File: src/rtl/spi_cmd_pkg.sv
// Shared frame layout and FSM state type for the SPI command slave.
package spi_cmd_pkg;

    localparam int unsigned FrameW  = 72;
    localparam int unsigned HdrLen  = 8;
    localparam int unsigned AddrW   = 7;
    localparam int unsigned DataW   = 64;
    localparam int unsigned CntW    = 7;
    localparam int unsigned RwBit   = 71;
    localparam int unsigned AddrMsb = 70;
    localparam int unsigned AddrLsb = 64;

    typedef enum logic [1:0] {StIdle, StHdr, StData, StDone} state_e;

endpackage

File: src/rtl/sync_2ff.sv
// Two-flop synchronizer with a configurable reset value per bit.
module sync_2ff #(
    parameter int unsigned     Width    = 1,
    parameter logic [Width-1:0] ResetVal = '0
) (
    input  logic             clk,
    input  logic             rst_n,
    input  logic [Width-1:0] d_i,
    output logic [Width-1:0] q_o
);

    logic [Width-1:0] meta_q;
    logic [Width-1:0] sync_q;

    always_ff @(posedge clk or negedge rst_n) begin
        if (!rst_n) begin
            meta_q <= ResetVal;
            sync_q <= ResetVal;
        end else begin
            meta_q <= d_i;
            sync_q <= meta_q;
        end
    end

    assign q_o = sync_q;

endmodule

File: src/rtl/spi_cmd_slave.sv
// SPI mode-0 command slave: 72-bit frames, writes pushed to a command FIFO, reads shifted out.
// Optional SPI_CMD_ERR_CNT_EN adds a saturating err_cnt output for aborted and dropped frames.
module spi_cmd_slave
    import spi_cmd_pkg::*;
(
    input  logic             clk,
    input  logic             rst_n,
    input  logic             spi_sck,
    input  logic             spi_cs_n,
    input  logic             spi_mosi,
    output logic             spi_miso,
    output logic             cmd_valid,
    input  logic             cmd_ready,
    output logic             cmd_rw,
    output logic [AddrW-1:0] cmd_addr,
    output logic [DataW-1:0] cmd_wdata,
    output logic [AddrW-1:0] rd_addr,
    input  logic [DataW-1:0] rd_data,
    output logic             frame_drop
`ifdef SPI_CMD_ERR_CNT_EN
    ,
    output logic [7:0]       err_cnt
`endif
);

    logic [2:0] sync_s;
    logic       sck_s, cs_s, mosi_s;

    sync_2ff #(
        .Width   (3),
        .ResetVal(3'b010)
    ) u_sync (
        .clk  (clk),
        .rst_n(rst_n),
        .d_i  ({spi_sck, spi_cs_n, spi_mosi}),
        .q_o  (sync_s)
    );

    assign {sck_s, cs_s, mosi_s} = sync_s;

    state_e            state_q, state_d;
    logic [CntW-1:0]   cnt_q, cnt_d;
    logic [FrameW-1:0] shift_q, shift_d, shift_nx;
    logic [DataW-1:0]  tx_q, tx_d;
    logic              rw_q, rw_d;
    logic              load_tx_q, load_tx_d;
    logic              sck_prev_q;
    logic              cs_prev_q, cs_prev_d;
    logic [1:0]        warm_q;
    logic              miso_q, miso_d;
    logic              cmd_valid_q, cmd_valid_d;
    logic [AddrW-1:0]  cmd_addr_q, cmd_addr_d;
    logic [DataW-1:0]  cmd_wdata_q, cmd_wdata_d;
    logic [AddrW-1:0]  rd_addr_q, rd_addr_d;
    logic              frame_drop_q, frame_drop_d;
    logic              abort;
    logic              sck_rise, sck_fall;

    // The oldest bit falls off the top once the frame has been consumed.
    logic unused_shift_msb;
    assign unused_shift_msb = shift_q[FrameW-1];

    assign sck_rise = sck_s & ~sck_prev_q;
    assign sck_fall = ~sck_s & sck_prev_q;
    assign shift_nx = {shift_q[FrameW-2:0], mosi_s};

    // cs_n only counts as "seen high" once the synchronizer holds real samples, so a
    // chip select already low when reset releases does not open a frame.
    assign cs_prev_d = cs_s & warm_q[1];

    always_comb begin
        state_d      = state_q;
        cnt_d        = cnt_q;
        shift_d      = shift_q;
        tx_d         = tx_q;
        rw_d         = rw_q;
        load_tx_d    = 1'b0;
        miso_d       = miso_q;
        cmd_valid_d  = cmd_valid_q;
        cmd_addr_d   = cmd_addr_q;
        cmd_wdata_d  = cmd_wdata_q;
        rd_addr_d    = rd_addr_q;
        frame_drop_d = 1'b0;
        abort        = 1'b0;

        if (cmd_valid_q && cmd_ready) cmd_valid_d = 1'b0;
        if (load_tx_q) tx_d = rd_data;

        if (cs_s) begin
            state_d = StIdle;
            miso_d  = 1'b0;
            abort   = (state_q == StHdr) || (state_q == StData);
        end else begin
            unique case (state_q)
                StIdle: begin
                    if (cs_prev_q) begin
                        state_d = StHdr;
                        cnt_d   = '0;
                        shift_d = '0;
                    end
                end
                StHdr: begin
                    if (sck_rise) begin
                        shift_d = shift_nx;
                        cnt_d   = cnt_q + 1'b1;
                        if (cnt_q == CntW'(HdrLen - 1)) begin
                            state_d = StData;
                            rw_d    = shift_nx[RwBit-DataW];
                            if (shift_nx[RwBit-DataW]) begin
                                rd_addr_d = shift_nx[AddrMsb-DataW:AddrLsb-DataW];
                                load_tx_d = 1'b1;
                            end
                        end
                    end
                end
                StData: begin
                    if (sck_rise) begin
                        shift_d = shift_nx;
                        cnt_d   = cnt_q + 1'b1;
                        if (cnt_q == CntW'(FrameW - 1)) begin
                            state_d = StDone;
                            if (!rw_q) begin
                                if (cmd_valid_q && !cmd_ready) begin
                                    frame_drop_d = 1'b1;
                                end else begin
                                    cmd_valid_d = 1'b1;
                                    cmd_addr_d  = shift_nx[AddrMsb:AddrLsb];
                                    cmd_wdata_d = shift_nx[DataW-1:0];
                                end
                            end
                        end
                    end
                    if (sck_fall) begin
                        miso_d = rw_q & tx_q[DataW-1];
                        if (rw_q) tx_d = {tx_q[DataW-2:0], 1'b0};
                    end
                end
                StDone: begin
                    if (sck_fall) miso_d = 1'b0;
                end
                default: state_d = StIdle;
            endcase
        end
    end

    always_ff @(posedge clk or negedge rst_n) begin
        if (!rst_n) begin
            state_q      <= StIdle;
            cnt_q        <= '0;
            shift_q      <= '0;
            tx_q         <= '0;
            rw_q         <= 1'b0;
            load_tx_q    <= 1'b0;
            sck_prev_q   <= 1'b0;
            cs_prev_q    <= 1'b0;
            warm_q       <= 2'b00;
            miso_q       <= 1'b0;
            cmd_valid_q  <= 1'b0;
            cmd_addr_q   <= '0;
            cmd_wdata_q  <= '0;
            rd_addr_q    <= '0;
            frame_drop_q <= 1'b0;
        end else begin
            state_q      <= state_d;
            cnt_q        <= cnt_d;
            shift_q      <= shift_d;
            tx_q         <= tx_d;
            rw_q         <= rw_d;
            load_tx_q    <= load_tx_d;
            sck_prev_q   <= sck_s;
            cs_prev_q    <= cs_prev_d;
            warm_q       <= {warm_q[0], 1'b1};
            miso_q       <= miso_d;
            cmd_valid_q  <= cmd_valid_d;
            cmd_addr_q   <= cmd_addr_d;
            cmd_wdata_q  <= cmd_wdata_d;
            rd_addr_q    <= rd_addr_d;
            frame_drop_q <= frame_drop_d;
        end
    end

`ifdef SPI_CMD_ERR_CNT_EN
    logic [7:0] err_q, err_d;

    always_comb begin
        err_d = err_q;
        if ((abort || frame_drop_d) && (err_q != 8'hFF)) err_d = err_q + 8'd1;
    end

    always_ff @(posedge clk or negedge rst_n) begin
        if (!rst_n) err_q <= '0;
        else        err_q <= err_d;
    end

    assign err_cnt = err_q;
`else
    logic unused_abort;
    assign unused_abort = abort;
`endif

    assign spi_miso   = miso_q;
    assign cmd_valid  = cmd_valid_q;
    assign cmd_rw     = 1'b0;
    assign cmd_addr   = cmd_addr_q;
    assign cmd_wdata  = cmd_wdata_q;
    assign rd_addr    = rd_addr_q;
    assign frame_drop = frame_drop_q;

endmodule

File: config.mk
export PLATFORM = sky130hd
export DESIGN_NAME = spi_cmd_slave
export DESIGN_NICKNAME = d
export VERILOG_FILES = /design/src/rtl/spi_cmd_pkg.sv /design/src/rtl/sync_2ff.sv /design/src/rtl/spi_cmd_slave.sv
export SDC_FILE = /design/constraint.sdc
export NUM_CORES = 1
export LEC_CHECK = 0
export BUFFER_PORTS_ARGS = -buffer_cell sky130_fd_sc_hd__buf_4
export CAP_MARGIN = 20
export CORE_MARGIN = 2
export CORE_UTILIZATION = 56
export DETAILED_ROUTE_END_ITERATION = 8
export HOLD_SLACK_MARGIN = 0.05
export PLACE_DENSITY_LB_ADDON = 0.2
export SLEW_MARGIN = 20
export SYNTH_ARGS = -nofsm -noshare
export SYNTH_HDL_FRONTEND = slang
export SYNTH_SLANG_ARGS = --single-unit
File: constraint.sdc
create_clock -name clk -period 2.9 [get_ports clk]
set_input_delay 0.145 -clock clk [delete_from_list [all_inputs] [get_ports clk]]
set_output_delay 0.145 -clock clk [all_outputs]
set_load 0.02 [all_outputs]
Word-level counts from Yosys, hierarchy flattened --
Cells that the tools add are included.
Word-level totals: register bits 236, latch bits 0, RAM bits 0, memory bits (read-only) 0, input bits 70, output and inout bits 82, logic and storage cells 95, memories 0
Operators by class: add/sub/neg operators 1, multipliers 0, div/mod/pow operators 0, $lt $le $gt $ge 0, eq/ne operators 14, shift-type cells 0, muxes and demuxes 40, bitwise operators 9, reductions and logical operators 14
Operators with widths (number):
- 64-bit 2-to-1 mux | 5
- 70-bit 2-to-1 mux | 2
- 70-bit one-hot mux with 2 select lines | 1
- 1-bit 2-to-1 mux | 21
- 3-bit by 2-bit != test with 1-bit output, second input constant | 5
- 7-bit 2-to-1 mux | 2
- 7-bit one-hot mux with 2 select lines | 1
- 2-bit 2-to-1 mux | 6
- 6-bit AND reduction | 2
- 4-bit AND reduction | 2
- 7-bit by 1-bit adder with 7-bit output, second input constant | 1
- 7-bit by 3-bit == test with 1-bit output, second input constant | 1
- 7-bit == test, second input constant | 1
- 3-bit by 1-bit != test with 1-bit output, second input constant | 2
- 2-bit one-hot mux with 3 select lines | 1
- 1-bit NOT | 5
- 5-bit AND reduction | 1
- 1-bit AND | 4
- 2-bit == test, second input constant | 2
- 4-bit nonzero test | 1
- 3-bit AND reduction | 1
- 3-bit nonzero test | 1
- 2-bit by 1-bit == test with 1-bit output, second input constant | 1
- 1-bit logical AND | 2
- other kinds (7) | 7

Longest topological paths before layout --
Gate-level depths: netlist (run 1).
word-level depth 8, depth in mapped cells 9, gate-level depth less buffers 6

Cells and area by module --
A second synthesis (run 1) with hierarchy kept.
Unflattened totals: cell total of the unflattened synthesis 704, area, all modules 9695.5 µm²
Modules (own cells, without submodules):
- spi_cmd_slave | times used 1, cells an instance 698, area an instance 9542.9 µm², seq. area each 5755.5 µm²
- sync_2ff | times used 1, cells an instance 6, area an instance 152.6 µm², seq. area each 152.6 µm²

Worst setup path before layout (run 1) --
No wires, ideal clock.
path kind reg2reg, start register state_q[0], end register cnt_q[5], library setup time 78 ps, data arrival time 1937 ps, required time 2822 ps, path slack 885 ps, stages on the path, launching flop included 8, path buffers 1, period minus slack after synthesis 2015 ps, cell sequence dfrtp_1 > inv_1 > ha_1 > nor2b_1 > a2111o_1 > buf_6 > or4_1 > a21oi_1
On the way: word-level cells in the longest chain between the ends 4, elaborated cells on any way between the ends 9, those cells by class 4 x eq/ne; 1 x mux; 4 x reduce/logical
Ends and longest elaborated chain:
- start, declared | line spi_cmd_slave.sv:41 | state_e state_q, state_d;
- start signal, assigned | line spi_cmd_slave.sv:148 | state_q <= StIdle;
- start signal, assigned | line spi_cmd_slave.sv:164 | state_q <= state_d;
- 2-bit by 1-bit == test with 1-bit output or 2-bit == test (tied branches) | line spi_cmd_slave.sv:94 | unique case (state_q)
- 2-bit OR reduction (no line)
- 2-bit by 1-bit != test with 1-bit output (no line) or 2-bit nonzero test (tied branches)
- 4-bit AND reduction (no line)
- end signal, assigned | line spi_cmd_slave.sv:165 | cnt_q <= cnt_d;
- end, declared | line spi_cmd_slave.sv:42 | logic [CntW-1:0] cnt_q, cnt_d;
Parallel ways exist; a longest one is shown, timed or not. A chain may end at the register's enable or synchronous reset.

Worst setup path in the final report (run 1) --
start register state_q[0], end register cmd_wdata_q[31], in the netlist cmd_wdata[31]
On the way: word-level cells in the longest chain between the ends 2
Ends and longest elaborated chain:
- 2-bit == test | line spi_cmd_slave.sv:94
- 6-bit AND reduction (no line)
- end signal, assigned | line spi_cmd_slave.sv:176 | cmd_wdata_q <= cmd_wdata_d;
- end, declared | line spi_cmd_slave.sv:53 | logic [DataW-1:0] cmd_wdata_q, cmd_wdata_d;
No other way between the ends.

==> impl_metrics.json, run 1 <==
{
  "die_x_um": 135,
  "final_area_um2": 12500,
  "grt_max_degree": 128,
  "initial_core_util_pct": 57.7,
  "ys_top_cells_by_count": "234 x dfrtp_1, 213 x nand2_1, 141 x o21ai_0",
  "drv_cap": 0,
  "cts_tree": "built",
  "drt_wl_total_um": 20300,
  "syn_area_per_cell_um2": 11.3,
  "cts.repair.resized": 0,
  "finalClockSkew_ps": 11.0,
  "multi_input_area_um2": 3440,
  "switchingPower_mw": 1.50,
  "ys_top_cells_by_area": "dfrtp_1 61%, mux2_2 8.4%, nand2_1 8.3%",
  "vias": 6704,
  "status": "completed",
  "cts_root_buf": "clkbuf_16",
  "ios": 152,
  "relSlewSlack_pct": 58.0,
  "pwr-share-clk_pct": 47.4,
  "comb_power_share_pct": 5.5,
  "synth.area.mux_share_pct": 15.9,
  "end_kind": "register",
  "setup-tns-final_ps": 0,
  "fmax_ghz": 0.421,
  "die-area_um2": 18200,
  "r2r_setup_slack_ps": 520,
  "routed-wl-met2_um": 9690,
  "async_flop_share_pct": 100,
  "synth_area_leader_cell": "dfrtp_1",
  "synth.net_count": 922,
  "synthToLayoutAreaGrowth_pct": 30.5,
  "antenna_left": 0,
  "detail_route.wl_per_cell_um": 15.8,
  "hp-class": "in2async",
  "yosys.area_share.simple_pct": 10.6,
  "cts-htree-levels": 1,
  "drt-initial-drc-count": 242,
  "core_area_um2": 16600,
  "drcViolationCount": 0,
  "syn_area_um2": 9600,
  "synth_top_family_by_area": "multiplexers",
  "yosys_warnings": 0,
  "clock_latency_ps": 520,
  "synth_fa_ha_area_share_pct": 0.782,
  "crit_arrival_ps": 2770,
  "regArea_um2": 5910,
  "fin_nets": 1124,
  "clock-sinks": 236,
  "setup_viol": 0,
  "syn_inst": 846,
  "synth-edff-count": 0,
  "final_layout_size_suffix_gt1_share_pct": 26.8,
  "synth_top_area_share_pct": 61.0,
  "numCtsBuffers": 25,
  "diodes": 0,
  "placementRows": 47,
  "clk_pin_slew_worst_paths_ps": 60,
  "io_buffers": 150,
  "synth_most_common_cell": "dfrtp_1",
  "grt_pass1_wl_um": 32900,
  "crit_required_ps": 3300,
  "finalHoldViolCount": 0,
  "powerDensity_nw_per_um2": 565,
  "dp_hpwl_um": 11600,
  "yosysUniqueCellTypes": 39,
  "gr-total-overflow": 0,
  "timing.rr.end": "cmd_wdata[31]",
  "drt-vias-per-instance": 5.21,
  "drt_pass1_iterations": 4,
  "synth-compound-area-share_pct": 8.32,
  "dr_wl_met3_um": 1110,
  "highest_layer": "met4",
  "rsz0062_at_grt": "false",
  "worst_pin_slew_ps": 625,
  "post-route-period-util_pct": 82.0,
  "reg2reg_depth": 7,
  "ir_worst_vdd_mv": 0.544,
  "switching_share_pct": 21.2,
  "critPathKind": "reg2reg",
  "period_minus_slack_ps": 2380,
  "synth_seq_cells": 236,
  "clockBufferDepth": 3,
  "nFillCells": 1069,
  "fp.dieH_um": 135,
  "grt_usage_pct": 22.2,
  "intPower_mw": 5.57,
  "dpl-instance-area_um2": 11000,
  "place_congestion": 0.724,
  "synthFlopType": "dfrtp_1",
  "synthXorXnorAreaFrac_pct": 0,
  "antenna_found_initial": 0,
  "drv_slew": 0,
  "crit_path_start_kind": "register",
  "timing.rr.start": "state_q[0]",
  "cts_setup_buffers": 0,
  "wl_met1_um": 9240,
  "total_leakage_power_nw": 5.55,
  "power_frac_seq_pct": 47.0,
  "critPathMaxFanout": 31,
  "yosysSeqAreaShare_pct": 61.6,
  "grt_pass1_vias": 6602
}
[worst max path at each step]
| stage | depth (start not counted) | slack [ps] | from | to |
|---|---|---|---|---|
| finish | 7 | 520 | state_q[0] | cmd_wdata[31] |
| global route | 7 | 370 | state_q[0] | cmd_wdata[37] |
| CTS | 7 | 510 | state_q[0] | cmd_wdata[31] |
| detailed placement | 7 | 530 | state_q[0] | cmd_wdata[10] |
| global placement | 7 | 580 | state_q[0] | cmd_wdata[35] |
| floorplan | 7 | 890 | state_q[0] | cnt_q[5] |
[worst max-delay path: stages (launching register included)]
cell and delay [ps]:
dfrtp_1 430, inv_1 100, ha_1 220, inv_1 120, nor4b_2 400, nand3_4 350, buf_12 300, mux2_2 290
[timing repair]
action	CTS	global route
hold buffers	69	0
endpoints found under the hold margin	151	0
setup endpoints to repair	0	0
[cells by family (layout without fill, tap and decap cells)]
| group | after synthesis | count (layout) |
|---|---|---|
| AND/OR/NAND/NOR | 244 | 244 |
| other | 2 | 2 |
| adder cells (fa/ha/maj) | 6 | 6 |
| AO/OA/AOI/OAI | 154 | 154 |
| multiplexers | 143 | 143 |
| buffers and inverters | 61 | 281 |
| flip-flops | 236 | 236 |
[sequential cells by signal (all words and copies together), names as in the netlist, 2 cells and up]
signal,cells
cmd_addr,7
u_sync.q_o,3
rd_addr,7
shift_q,70
u_sync.meta_q,3
cmd_wdata,64
tx_q,64
cnt_q,7
warm_q,2
state_q,2
[power groups by stage]
stage,registers (mW),clock network [mW],logic (mW)
2_1_floorplan,3.38,0,0.142
4_1_cts,3.33,3.42,0.393
3_5_place_dp,3.39,0,0.316
5_1_grt,3.33,3.55,0.436
3_3_place_gp,3.39,0,0.315
6_report,3.33,3.36,0.392
[through the flow]
stage | util (%) | hold WS, ps | setup WS, ps | std cells | power [mW]
2_1_floorplan | - | -151 | 885 | 846 | 3.52
3_3_place_gp | 65.8 | 185 | 584 | 1172 | 3.70
3_5_place_dp | 65.8 | 183 | 534 | 1172 | 3.70
4_1_cts | 75.3 | 235 | 511 | 1286 | 7.15
5_1_grt | 75.3 | 274 | 367 | 1286 | 7.32
6_report | 75.3 | 214 | 522 | 1286 | 7.08
[area by class of cell]
type / count / area share, %
clock buffers: 35 / 5.77
clock inverters: 10 / 1.26
multi-input cells: 549 / 27.5
inverters: 6 / 0.180
well taps: 220 / 2.20
flip-flops and latches: 236 / 47.2
repair buffers: 230 / 15.9
[per-layer routing]
layer | vias to the layer above | global-route usage [%]
met2 | 154 | 36.7
met1 | 3262 | 31.1
li1 | 3263 | -
met3 | 25 | 4.24
met4 | 0 | 4.44
met5 | - | 0
[placed cells by master (no fill, tap or decap), types with 6 or more instances in the layout]
master and n:
buf_12 7, a21oi_1 7, inv_1 6, mux2_2 72, clkbuf_8 6, dlygate4sd3_1 69
nand2_1 213, buf_4 153, dfrtp_1 233, mux2_1 7, clkbuf_16 25, o21ai_0 141
mux2i_1 64
(Power assumes the default switching activity.)
==> run 2: changes to the inputs <==
- clock period: 2.9 -> 2.2 ns (I/O delays scaled with it)
==> impl_metrics.json, run 2 (same netlist as run 1, synthesis figures left out) <==
{
  "gr-total-overflow": 0,
  "clock_latency_ps": 500,
  "layout_common_cells": "233 x dfrtp_1, 213 x nand2_1, 163 x buf_4",
  "critPathMaxFanout": 30,
  "drt-vias-per-instance": 5.25,
  "rsz0062_at_grt": "true",
  "drcViolationCount": 0,
  "final_layout_size_suffix_gt1_share_pct": 27.0,
  "vias": 6804,
  "drt_pass1_iterations": 4,
  "synthToLayoutAreaGrowth_pct": 30.3,
  "cts_root_buf": "clkbuf_16",
  "antenna_found_initial": 0,
  "grt_pass1_vias": 6720,
  "diodes": 0,
  "hp-class": "in2async",
  "drv_slew": 0,
  "die-area_um2": 18200,
  "dp_hpwl_um": 11900,
  "period_minus_slack_ps": 2120,
  "clockBufferDepth": 3,
  "fp.dieH_um": 135,
  "top_register": "shift_q",
  "powerDensity_nw_per_um2": 694,
  "status": "completed",
  "crit_path_start_kind": "register",
  "drt-initial-drc-count": 283,
  "fin_nets": 1134,
  "ir_worst_vdd_mv": 0.664,
  "finalClockSkew_ps": 12.9,
  "grt_usage_pct": 22.5,
  "cts_tree": "built",
  "fmax_ghz": 0.472,
  "placementRows": 47,
  "total_leakage_power_nw": 5.53,
  "worst_hold_slack_ps": 141,
  "crit_required_ps": 2580,
  "grt_pass1_wl_um": 33300,
  "drv_cap": 0,
  "antenna_left": 0,
  "drt_wl_total_um": 19900,
  "largest_reg_flops": 70,
  "nFillCells": 1134,
  "place_congestion": 0.756,
  "numCtsBuffers": 23,
  "clock-sinks": 236,
  "end_kind": "register",
  "clk_pin_slew_worst_paths_ps": 60,
  "cts-htree-levels": 1,
  "worst_pin_slew_ps": 609,
  "setup_viol": 0,
  "relSlewSlack_pct": 59.1,
  "critPathKind": "reg2reg",
  "core_area_um2": 16600,
  "detail_route.wl_per_cell_um": 15.4,
  "final_common_cell": "dfrtp_1",
  "finalHoldViolCount": 0,
  "power_mw": 8.68,
  "initial_core_util_pct": 57.7,
  "io_buffers": 150,
  "die_x_um": 135,
  "crit_arrival_ps": 2500,
  "grt_max_degree": 69,
  "post-route-period-util_pct": 96.3,
  "ios": 152
}
run 2: cell count changes in the layout (fill, tap and decap cells not counted):
| cell | previous run | this run |
|---|---|---|
| clkbuf_16 | 25 | 23 |
| ha_2 | 1 | 0 |
| clkbuf_8 | 6 | 4 |
| clkbuf_1 | 4 | 9 |
| nor4b_2 | 1 | 0 |
| buf_4 | 153 | 163 |
| buf_12 | 7 | 9 |
| ha_4 | 0 | 1 |
| clkinv_4 | 1 | 0 |
| nor4b_4 | 0 | 1 |
| bufinv_16 | 4 | 1 |
run 2: layout make-up:
| cell class | count | area [um^2] | area share (%) |
|---|---|---|---|
| clock buffers | 36 | 664 | 5.31 |
| clock inverters | 6 | 58.8 | 0.470 |
| inverters | 6 | 22.5 | 0.180 |
| multi-input cells | 549 | 3460 | 27.7 |
| flip-flops and latches | 236 | 5910 | 47.3 |
| well taps | 220 | 275 | 2.20 |
| repair buffers | 242 | 2110 | 16.9 |
run 2: worst max-delay path: stages, from the launching register on:
cell,delay [ps]
dfrtp_1,380
inv_1,120
ha_1,190
inv_1,120
nor4b_4,370
nand3_4,220
buf_12,230
mux2_1,330
run 2: worst paths after layout:
path,startpoint,to,slack (ps),depth (start not counted)
setup / recovery,state_q[0],cmd_wdata[4],80,7
hold / removal,rst_n,tx_q[20],140,2
setup reg to reg,state_q[0],cmd_wdata[4],80,7
hold reg to reg,u_sync.meta_q[2],u_sync.q_o[2],350,0
max in group asynchronous,rst_n,cmd_wdata[45],1240,3
min in group clk,spi_sck,u_sync.meta_q[2],260,2
run 2: where the power goes:
| group | switching, mW | leakage [nW] | internal [mW] |
|---|---|---|---|
| clock | 1.56 | 0.357 | 2.19 |
| combinational | 0.302 | 2.24 | 0.236 |
| sequential | 0.0215 | 2.94 | 4.36 |
run 2: metrics by stage:
| stage | setup TNS [ps] | cells | instance area, um^2 | util [%] | setup slack, ps |
|---|---|---|---|---|---|
| floorplan | 0 | 846 | 9600 | - | 185 |
| global placement | 0 | 1182 | 11100 | 66.4 | 154 |
| detailed placement | 0 | 1182 | 11100 | 66.4 | 66.4 |
| CTS | 0 | 1293 | 12500 | 74.9 | 52.6 |
| global route | -52.3 | 1295 | 12500 | 75.1 | -20.7 |
| finish | 0 | 1295 | 12500 | 75.1 | 80.7 |
run 2: layer usage:
layer	track usage, %	up-vias	share of wire, %
met5	0	-	0
met4	5.44	0	1.8
met3	3.30	35	5.3
met2	36.9	160	48
met1	32.0	3334	45
li1	-	3275	-
run 2: repair_timing:
| item | CTS | global route |
|---|---|---|
| setup endpoints to repair | 0 | 40 |
| hold buffers | 69 | 0 |
| buffers inserted | 0 | 2 |
| endpoints found under the hold margin | 224 | 0 |
| gates resized for setup | 0 | 2 |
